$ cat src/rtl/mult_arb_pkg.sv
// Shared constants, FSM state type and operand-slice helper for mult_share_arbiter.
// Latency: n/a (package only).
// Backpressure: n/a (package only).
package mult_arb_pkg;

    localparam int OP_W    = 4;
    localparam int PROD_W  = 8;
    localparam int MAX_REQ = 8;

    // Operand vectors are zero-extended to the widest legal requester count
    // so a single helper serves every N_REQ.
    typedef logic [MAX_REQ*OP_W-1:0] op_vec_t;

    typedef enum logic {
        ST_EMPTY = 1'b0,
        ST_FULL  = 1'b1
    } state_e;

    // Extract the 4-bit operand of requester idx; base is idx*4, built by concatenation.
    function automatic logic [OP_W-1:0] op_slice(input op_vec_t vec, input logic [2:0] idx);
        logic [4:0] base;
        base = {idx, 2'b00};
        return vec[base +: OP_W];
    endfunction

endpackage

$ cat src/rtl/multiplier_4bit.sv
// Combinational 4x4 unsigned multiplier producing the full 8-bit product.
// Latency: 0 cycles (pure combinational).
// Backpressure: none; output follows inputs.
module multiplier_4bit
    import mult_arb_pkg::*;
(
    input  logic [OP_W-1:0]   a_i,
    input  logic [OP_W-1:0]   b_i,
    output logic [PROD_W-1:0] product_o
);

    // Zero-extend both operands so no product bit is lost.
    assign product_o = {4'b0000, a_i} * {4'b0000, b_i};

endmodule

$ cat src/rtl/rr_pick.sv
// Combinational round-robin picker: first set request scanning from ptr upward, wrapping.
// Latency: 0 cycles (pure combinational).
// Backpressure: en_i low forces grant/any to zero.
module rr_pick #(
    parameter int N_REQ = 4,
    parameter int ID_W  = $clog2(N_REQ)
) (
    input  logic [N_REQ-1:0] req_i,
    input  logic [ID_W-1:0]  ptr_i,
    input  logic             en_i,
    output logic [N_REQ-1:0] gnt_o,
    output logic [ID_W-1:0]  idx_o,
    output logic             any_o
);

    int              pos;
    logic [ID_W-1:0] pos_idx;

    // Scan ptr, ptr+1, ... modulo N_REQ and latch onto the first valid request.
    always_comb begin
        gnt_o   = '0;
        idx_o   = '0;
        any_o   = 1'b0;
        pos     = 0;
        pos_idx = '0;
        for (int k = 0; k < N_REQ; k++) begin
            pos = int'(ptr_i) + k;
            if (pos >= N_REQ) begin
                pos = pos - N_REQ;
            end
            pos_idx = ID_W'(pos);
            if (en_i && !any_o && req_i[pos_idx]) begin
                any_o          = 1'b1;
                gnt_o[pos_idx] = 1'b1;
                idx_o          = pos_idx;
            end
        end
    end

endmodule

$ cat src/rtl/mult_share_arbiter.sv
// Round-robin share of one 4x4 multiplier among N_REQ requesters, product held in a tagged output register.
// Latency: accept in cycle T -> resp_valid/resp_id/resp_product visible in cycle T+1; one result per cycle.
// Backpressure: resp_valid & !resp_ready holds the response and forces req_ready to zero.
module mult_share_arbiter
    import mult_arb_pkg::*;
#(
    parameter int N_REQ = 4,
    parameter int ID_W  = $clog2(N_REQ)
) (
    input  logic                  clk,
    input  logic                  rst,
    input  logic [N_REQ-1:0]      req_valid,
    input  logic [OP_W*N_REQ-1:0] req_a,
    input  logic [OP_W*N_REQ-1:0] req_b,
    output logic [N_REQ-1:0]      req_ready,
    output logic                  resp_valid,
    output logic [ID_W-1:0]       resp_id,
    output logic [PROD_W-1:0]     resp_product,
    input  logic                  resp_ready
);

    state_e            state_q;
    logic [ID_W-1:0]   id_q;
    logic [PROD_W-1:0] prod_q;
    logic [ID_W-1:0]   ptr_q;
    logic [ID_W-1:0]   ptr_d;

    logic              slot_free;
    logic              pick_en;
    logic              accept;
    logic [ID_W-1:0]   pick_idx;
    logic [OP_W-1:0]   op_a;
    logic [OP_W-1:0]   op_b;
    logic [PROD_W-1:0] mul_p;

    // The slot is free when empty or when the current response leaves this edge.
    // Reset also blocks grants so nothing is accepted while rst is high.
    assign slot_free = (state_q == ST_EMPTY) || resp_ready;
    assign pick_en   = slot_free && !rst;

    rr_pick #(
        .N_REQ (N_REQ),
        .ID_W  (ID_W)
    ) u_pick (
        .req_i (req_valid),
        .ptr_i (ptr_q),
        .en_i  (pick_en),
        .gnt_o (req_ready),
        .idx_o (pick_idx),
        .any_o (accept)
    );

    // The winner's index steers the operand mux into the single multiplier.
    assign op_a = op_slice(op_vec_t'(req_a), 3'(pick_idx));
    assign op_b = op_slice(op_vec_t'(req_b), 3'(pick_idx));

    multiplier_4bit u_mul (
        .a_i       (op_a),
        .b_i       (op_b),
        .product_o (mul_p)
    );

    // Priority moves to the requester just after the winner.
    always_comb begin
        ptr_d = pick_idx + 1'b1;
        if (pick_idx == ID_W'(N_REQ - 1)) begin
            ptr_d = '0;
        end
    end

    // EMPTY/FULL output register: load on accept, drain on ready without accept, else hold.
    always_ff @(posedge clk) begin
        if (rst) begin
            state_q <= ST_EMPTY;
            id_q    <= '0;
            prod_q  <= '0;
            ptr_q   <= '0;
        end else if (accept) begin
            state_q <= ST_FULL;
            id_q    <= pick_idx;
            prod_q  <= mul_p;
            ptr_q   <= ptr_d;
        end else if (state_q == ST_FULL && resp_ready) begin
            state_q <= ST_EMPTY;
        end
    end

    assign resp_valid   = (state_q == ST_FULL);
    assign resp_id      = id_q;
    assign resp_product = prod_q;

endmodule
$ cat config.mk
export PLATFORM = sky130hd
export DESIGN_NAME = mult_share_arbiter
export DESIGN_NICKNAME = d
export VERILOG_FILES = /design/src/rtl/mult_arb_pkg.sv /design/src/rtl/multiplier_4bit.sv /design/src/rtl/rr_pick.sv /design/src/rtl/mult_share_arbiter.sv
export SDC_FILE = /design/constraint.sdc
export NUM_CORES = 1
export LEC_CHECK = 0
export BUFFER_PORTS_ARGS = -buffer_cell sky130_fd_sc_hd__buf_2
export CORE_UTILIZATION = 55
export DETAILED_ROUTE_END_ITERATION = 7
export PLACE_DENSITY_LB_ADDON = 0.1
export SKIP_LAST_GASP = 1
export SLEW_MARGIN = 20
export SYNTH_ARGS = -nofsm -noshare
export SYNTH_HDL_FRONTEND = slang
export SYNTH_HIERARCHICAL = 1
export SYNTH_SLANG_ARGS = --single-unit
$ cat constraint.sdc
create_clock -name clk -period 10.35 [get_ports clk]
set_input_delay 1.5525 -clock clk [delete_from_list [all_inputs] [get_ports clk]]
set_output_delay 1.5525 -clock clk [all_outputs]
set_load 0.02 [all_outputs]
After elaboration in Yosys (flattened, before gate mapping)
Cells that the tools add are included.
{"block": "op_classes", "add_sub_neg": 8, "n_mul": 1, "n_lt_le_gt_ge": 12, "eq_ne": 1, "shift": 2, "n_mux": 35, "n_bitwise": 4, "reduce_logical": 19}
{"op": "$shiftx A32 B5 Y4", "n": 2}
{"op": "$mux W2", "n": 9}
{"op": "$mux W4", "n": 4}
{"op": "$mux W1", "n": 14}
{"op": "$logic_and A1 B1 Y1", "n": 13}
{"op": "$lt A2 B3 Y1 const B", "n": 4}
{"op": "$or A4 B4 Y4", "n": 3}
{"op": "$ge A3 B3 Y1 const B", "n": 3}
{"op": "$bmux W1 S2", "n": 4}
{"op": "$demux W1 S2", "n": 4}
{"op": "$ge A2 B1 Y1 const B", "n": 4}
{"op": "$mul A4 B4 Y8", "n": 1}
{"op": "$sub A2 B1 Y2 const B", "n": 4}
{"op": "$add A2 B2 Y3 const B", "n": 2}
{"op": "$logic_not A1 Y1", "n": 4}
{"op": "$add A2 B1 Y3 const B", "n": 1}
{"op": "$ge A2 B3 Y1 const B", "n": 1}
{"op": "$add A2 B1 Y2 const B", "n": 1}
{"op": "$eq A2 B2 Y1 const B", "n": 1}
{"op": "$reduce_bool A2 Y1", "n": 1}
{"op": "$logic_or A1 B1 Y1", "n": 1}
{"op": "$not A1 Y1", "n": 1}
{"block": "word_totals", "ff_bits": 13, "in_bits": 39, "output_inout_bits": 15}

Longest topological paths before layout
{"block": "logic_depth", "depth_word": 20, "depth_mapped": 20, "depth_no_buf": 17}

Modules after synthesis
Netlist, hierarchy kept.
{"mod": "mult_share_arbiter", "n_inst": 1, "cells_each": 56, "area_each_um2": 678.2, "seq_area_each_um2": 260.2}
{"mod": "rr_pick", "n_inst": 1, "cells_each": 66, "area_each_um2": 549.3, "seq_area_each_um2": 0.0}
{"mod": "multiplier_4bit", "n_inst": 1, "cells_each": 51, "area_each_um2": 447.9, "seq_area_each_um2": 0.0}

Least setup slack after synthesis
No wires, ideal clock.
{"block": "synth_path", "path_type": "input-to-reg", "from": "input resp_ready", "to": "register prod_q[6], in the netlist resp_product[6]", "setup_ns": 0.128, "t_arrival_ns": 5.475, "slack_ns": 4.748, "stages": 19, "n_path_buf": 2, "path_cell_list": "nand2b_1 -> nor2b_1 -> buf_1 -> nand2_1 -> nor4b_1 -> o22ai_1 -> o2bb2ai_1 -> buf_2 -> mux4_2 -> nand2_1 -> fa_1 -> inv_1 -> fa_1 -> fa_1 -> a21o_2 -> a21oi_1 -> xnor2_1 -> mux2i_1 -> nor2_1"}
{"block": "synth_via", "elab_chain_cells": 18, "word_cells_on_any_way": 23, "classes_between": "1 x mul; 2 x shift; 8 x mux; 12 x reduce/logical"}
{"item": "start: declaration", "line": "mult_share_arbiter.sv:19", "text": "input logic resp_ready"}
{"item": "$logic_or A1 B1 Y1 (*)", "line": "mult_share_arbiter.sv:38", "text": "assign slot_free = (state_q == ST_EMPTY) || resp_ready;"}
{"item": "$logic_and A1 B1 Y1 (*)", "line": "mult_share_arbiter.sv:39", "text": "assign pick_en = slot_free && !rst;"}
{"item": "net pick_en", "line": "mult_share_arbiter.sv:29", "text": "logic pick_en;"}
{"item": "$logic_and A1 B1 Y1", "line": "rr_pick.sv:32", "text": "if (en_i && !any_o && req_i[pos_idx]) begin"}
{"item": "$mux W1", "line": "rr_pick.sv:32"}
{"item": "$logic_not A1 Y1", "line": "rr_pick.sv:32"}
{"item": "$logic_and A1 B1 Y1 (2 in series)", "line": "rr_pick.sv:32"}
{"item": "$mux W1", "line": "rr_pick.sv:32"}
{"item": "(+4 left out)"}
{"item": "$logic_not A1 Y1", "line": "rr_pick.sv:32"}
{"item": "$logic_and A1 B1 Y1 (2 in series)", "line": "rr_pick.sv:32"}
{"item": "$mux W2 (*)", "line": "rr_pick.sv:32"}
{"item": "net pick_idx[1]", "line": "mult_share_arbiter.sv:31", "text": "logic [ID_W-1:0] pick_idx;"}
{"item": "$shiftx A32 B5 Y4 (*)", "line": "mult_arb_pkg.sv:23", "text": "return vec[base +: OP_W];"}
{"item": "net op_a[0]", "line": "mult_share_arbiter.sv:32", "text": "logic [OP_W-1:0] op_a;"}
{"item": "$mul A4 B4 Y8 (*)", "line": "multiplier_4bit.sv:13", "text": "assign product_o = {4'b0000, a_i} * {4'b0000, b_i};"}
{"item": "net mul_p[6]", "line": "mult_share_arbiter.sv:34", "text": "logic [PROD_W-1:0] mul_p;"}
{"item": "end signal: assignment", "line": "mult_share_arbiter.sv:81", "text": "prod_q <= mul_p;"}
{"item": "end: declaration", "line": "mult_share_arbiter.sv:24", "text": "logic [PROD_W-1:0] prod_q;"}
Mark *: on every way through the listed nets, which the timed path passes. The rest lies on a longest branch.
A chain may end at the register's enable or synchronous reset.

Worst setup path after layout
{"block": "layout_path", "from": "input resp_ready", "to": "register prod_q[7], in the netlist resp_product[7]"}
{"block": "layout_via", "elab_chain_cells": 18, "word_cells_on_any_way": 23, "classes_between": "1 x mul; 2 x shift; 8 x mux; 12 x reduce/logical"}
{"item": "$logic_or A1 B1 Y1 (*)", "line": "mult_share_arbiter.sv:38"}
{"item": "$logic_and A1 B1 Y1 (*)", "line": "mult_share_arbiter.sv:39"}
{"item": "net pick_en", "line": "mult_share_arbiter.sv:29"}
{"item": "$logic_and A1 B1 Y1", "line": "rr_pick.sv:32"}
{"item": "$mux W1", "line": "rr_pick.sv:32"}
{"item": "$logic_not A1 Y1", "line": "rr_pick.sv:32"}
{"item": "$logic_and A1 B1 Y1 (2 in series)", "line": "rr_pick.sv:32"}
{"item": "$mux W1", "line": "rr_pick.sv:32"}
{"item": "(+4 left out)"}
{"item": "$logic_not A1 Y1", "line": "rr_pick.sv:32"}
{"item": "$logic_and A1 B1 Y1 (2 in series)", "line": "rr_pick.sv:32"}
{"item": "$mux W2 (*)", "line": "rr_pick.sv:32"}
{"item": "net pick_idx[1]", "line": "mult_share_arbiter.sv:31"}
{"item": "$shiftx A32 B5 Y4 (*)", "line": "mult_arb_pkg.sv:23"}
{"item": "net op_b[3]", "line": "mult_share_arbiter.sv:33", "text": "logic [OP_W-1:0] op_b;"}
{"item": "$mul A4 B4 Y8 (*)", "line": "multiplier_4bit.sv:13"}
{"item": "net mul_p[7]", "line": "mult_share_arbiter.sv:34"}
Marks and branches as above.

==> results_dict.tcl <==
set metrics [dict create \
    status "finished with violations" \
    violations "design-rule violations" \
    worstSetupPathType "input port to flop" \
    relSlewSlack_pct 39.4 \
    final_common_cell "buf_2" \
    ir_drop_mv 0.186 \
    clk_transition_reported_paths_ns 0.08 \
    synth_xor_area_share_pct 1.57 \
    synth_nets 237 \
    core_area_mm2 0.00283 \
    num_rows 19 \
    fin_util_pct 68.9 \
    hpwl_um 3120 \
    die-width_um 57.2 \
    diodes 0 \
    hp-class "flop to flop" \
    rsz0062_at_grt "false" \
    drv_cap 0 \
    setup_violations 0 \
    ys_seq_area_share_pct 15.5 \
    routabilityCongestion 0.894 \
    via_count 1502 \
    slowest_stage "o2bb2ai_1" \
    arrival_ns 6.64 \
    remaining_drc_errors 8 \
    synth_compound_gate_area_share_pct 11.9 \
    synth_top_family_by_area "multiplexers" \
    routed_via_density 5.94 \
    post-route-period-util_pct 62.2 \
    crit_required_ns 10.55 \
    cts_made_buffers 3 \
    fp.dieH_um 57.2 \
    hold_violations 0 \
    first_iter_violations 88 \
    dp_slack_ns 3.67 \
    synthSimpleGateAreaFrac_pct 17.0 \
    ys_ff_latch 13 \
    routed_wl_um 3840 \
    root_buffer "clkbuf_4" \
    crit_chain "buf_2 > nand2b_1 > nor2b_1 > nand2_1 > nor4b_1 > o22ai_1 > o2bb2ai_1 > mux4_2 > nand2_1 > fa_1 > inv_1 > fa_1 > ha_1 > a211oi_1 > or4b_1 > o2111ai_1 > mux2i_1 > nor2_1" \
    synth_flop_cell "dfxtp_1" \
    first_pass_iters 6 \
    synth_edf_count 0 \
    leakage_nw 0.945 \
    post_drt_wl_per_cell_um 15.2 \
    cts_setup_buffers 0 \
    netlist-cell-type-count 43 \
    gr-total-overflow 0 \
    start_util_pct 59.2 \
    syn_area_mm2 0.00168 \
    cts_tree "built" \
    worstMarginPinSlew_ns 0.910 \
    max_stage_delay_ns 0.75 \
    grt.total_usage_pct 25.5 \
    antenna_found_initial 0 \
    ys_warn_count 6 \
    syn2layout_area_growth_pct 16.4 \
    yosys.area_share.adder_pct 20.5 \
    timing.fmax_mhz 155 \
    synthMuxAreaShare_pct 27.4 \
    die-area_mm2 0.00327 \
    final.fill_count 227 \
    numPortBuffers 53 \
    maxSlewViolCount 0 \
    power_density_mw_per_mm2 171 \
    insertion_delay_ns 0.26 \
    grt_pass1_wl_um 6680 \
    grt_max_degree 15 \
    grt_pass1_vias 1486 \
    multi_input_area_mm2 0.00131 \
    crit_path_end_kind "flop" \
    syn_area_per_cell_um2 9.68 \
    htreeDepth 1 \
    ys_async_sr_fraction_pct 0 \
    ctsLongestPathBuffers 2 \
    ant_nets 0 \
    worstPathMaxFanout 10 \
    cts.sinks 13 \
    ff_latch_area_um2 260 \
    fin_worst_skew_ns 0.00104 \
    period_needed_ns 6.44 \
    io_pins 54 \
    holdPathStages 2 \
    hold_buffers 0 \
    final_layout_size_suffix_gt1_share_pct 32.0 \
    nets 287 \
    final_cell_mix "53 x buf_2, 21 x ha_1, 17 x mux2i_1" \
    tns_ns 0 \
    reg2reg_depth 17 \
    stdcell_count 253 \
    fin_ws_ns 3.91 \
    startpoint_type "input port" \
    place_inst 249 \
    post_cts_resized 0 \
    syn_inst 173 \
]
==> synth_stat cells, types with 3 or more instances <==
| cell | instances | area (um2) |
|---|---|---|
| ha_1 | 21 | 263 |
| mux2i_1 | 17 | 170 |
| and2_1 | 13 | 81.3 |
| dfxtp_1 | 13 | 260 |
| nand2_1 | 13 | 48.8 |
| nor2_1 | 12 | 45.0 |
| inv_1 | 10 | 37.5 |
| mux4_2 | 10 | 225 |
| a21oi_1 | 7 | 35.0 |
| o21ai_0 | 5 | 25.0 |
| o2bb2ai_1 | 5 | 43.8 |
| fa_1 | 4 | 80.1 |
| buf_2 | 3 | 15.0 |
| buf_6 | 3 | 33.8 |
==> flip-flops by register name (all words and copies together), names as in the netlist <==
register,cells
ptr_q,2
resp_id,2
resp_product,8
resp_valid,1
==> metrics by stage <==
| step | cell area [um2] | total power, mW | hold WS [ns] |
|---|---|---|---|
| floorplan | 1680 | 0.248 | 0.516 |
| global placement | 1920 | 0.294 | 0.473 |
| detailed placement | 1920 | 0.301 | 0.485 |
| CTS | 1950 | 0.333 | 0.503 |
| global route | 1950 | 0.366 | 0.549 |
| finish | 1950 | 0.332 | 0.497 |
==> critical path: cells and delay by family <==
kind / cells / cell delay (ns)
buf+inv: 2 / 0.13
mux: 2 / 0.50
compound gates: 4 / 1.06
fa+ha+maj: 3 / 1.38
simple gates: 7 / 1.99
==> cell type report <==
cell class / instances / share of cell area, %
multi-input combinational: 141 / 67.4
timing repair buffer: 54 / 14.0
sequential: 13 / 13.4
tap: 31 / 1.99
inverter: 10 / 1.93
clock buffer: 4 / 1.35
==> cells by family after synthesis <==
family / Yosys count
multiplexers: 30
flip-flops: 13
AO/OA/AOI/OAI: 30
adder cells (fa/ha/maj): 25
buffers and inverters: 19
AND/OR/NAND/NOR: 53
XOR/XNOR: 3
==> layer usage <==
| metal | GRT usage (%) | wire length (um) |
|---|---|---|
| met5 | 0 | 0 |
| met4 | 3.48 | 24 |
| met3 | 1.59 | 236 |
| met2 | 44.9 | 1760 |
| met1 | 35.5 | 1820 |
==> path summary, 6_finish.rpt <==
path                   startpoint              end  slack, ns
setup / recovery       resp_ready  resp_product[7]       3.91
hold / removal    resp_product[6]  resp_product[6]       0.50
setup reg to reg         ptr_q[0]  resp_product[7]       4.18
hold reg to reg   resp_product[6]  resp_product[6]       0.50
==> where the power goes <==
group          leakage, nW  internal [mW]  switching, mW
Clock               0.0150         0.0149         0.0151
Combinational        0.824          0.105          0.127
Sequential           0.106         0.0617        0.00900
Total                0.945          0.182          0.151
Power figures use the tool's default switching activity.
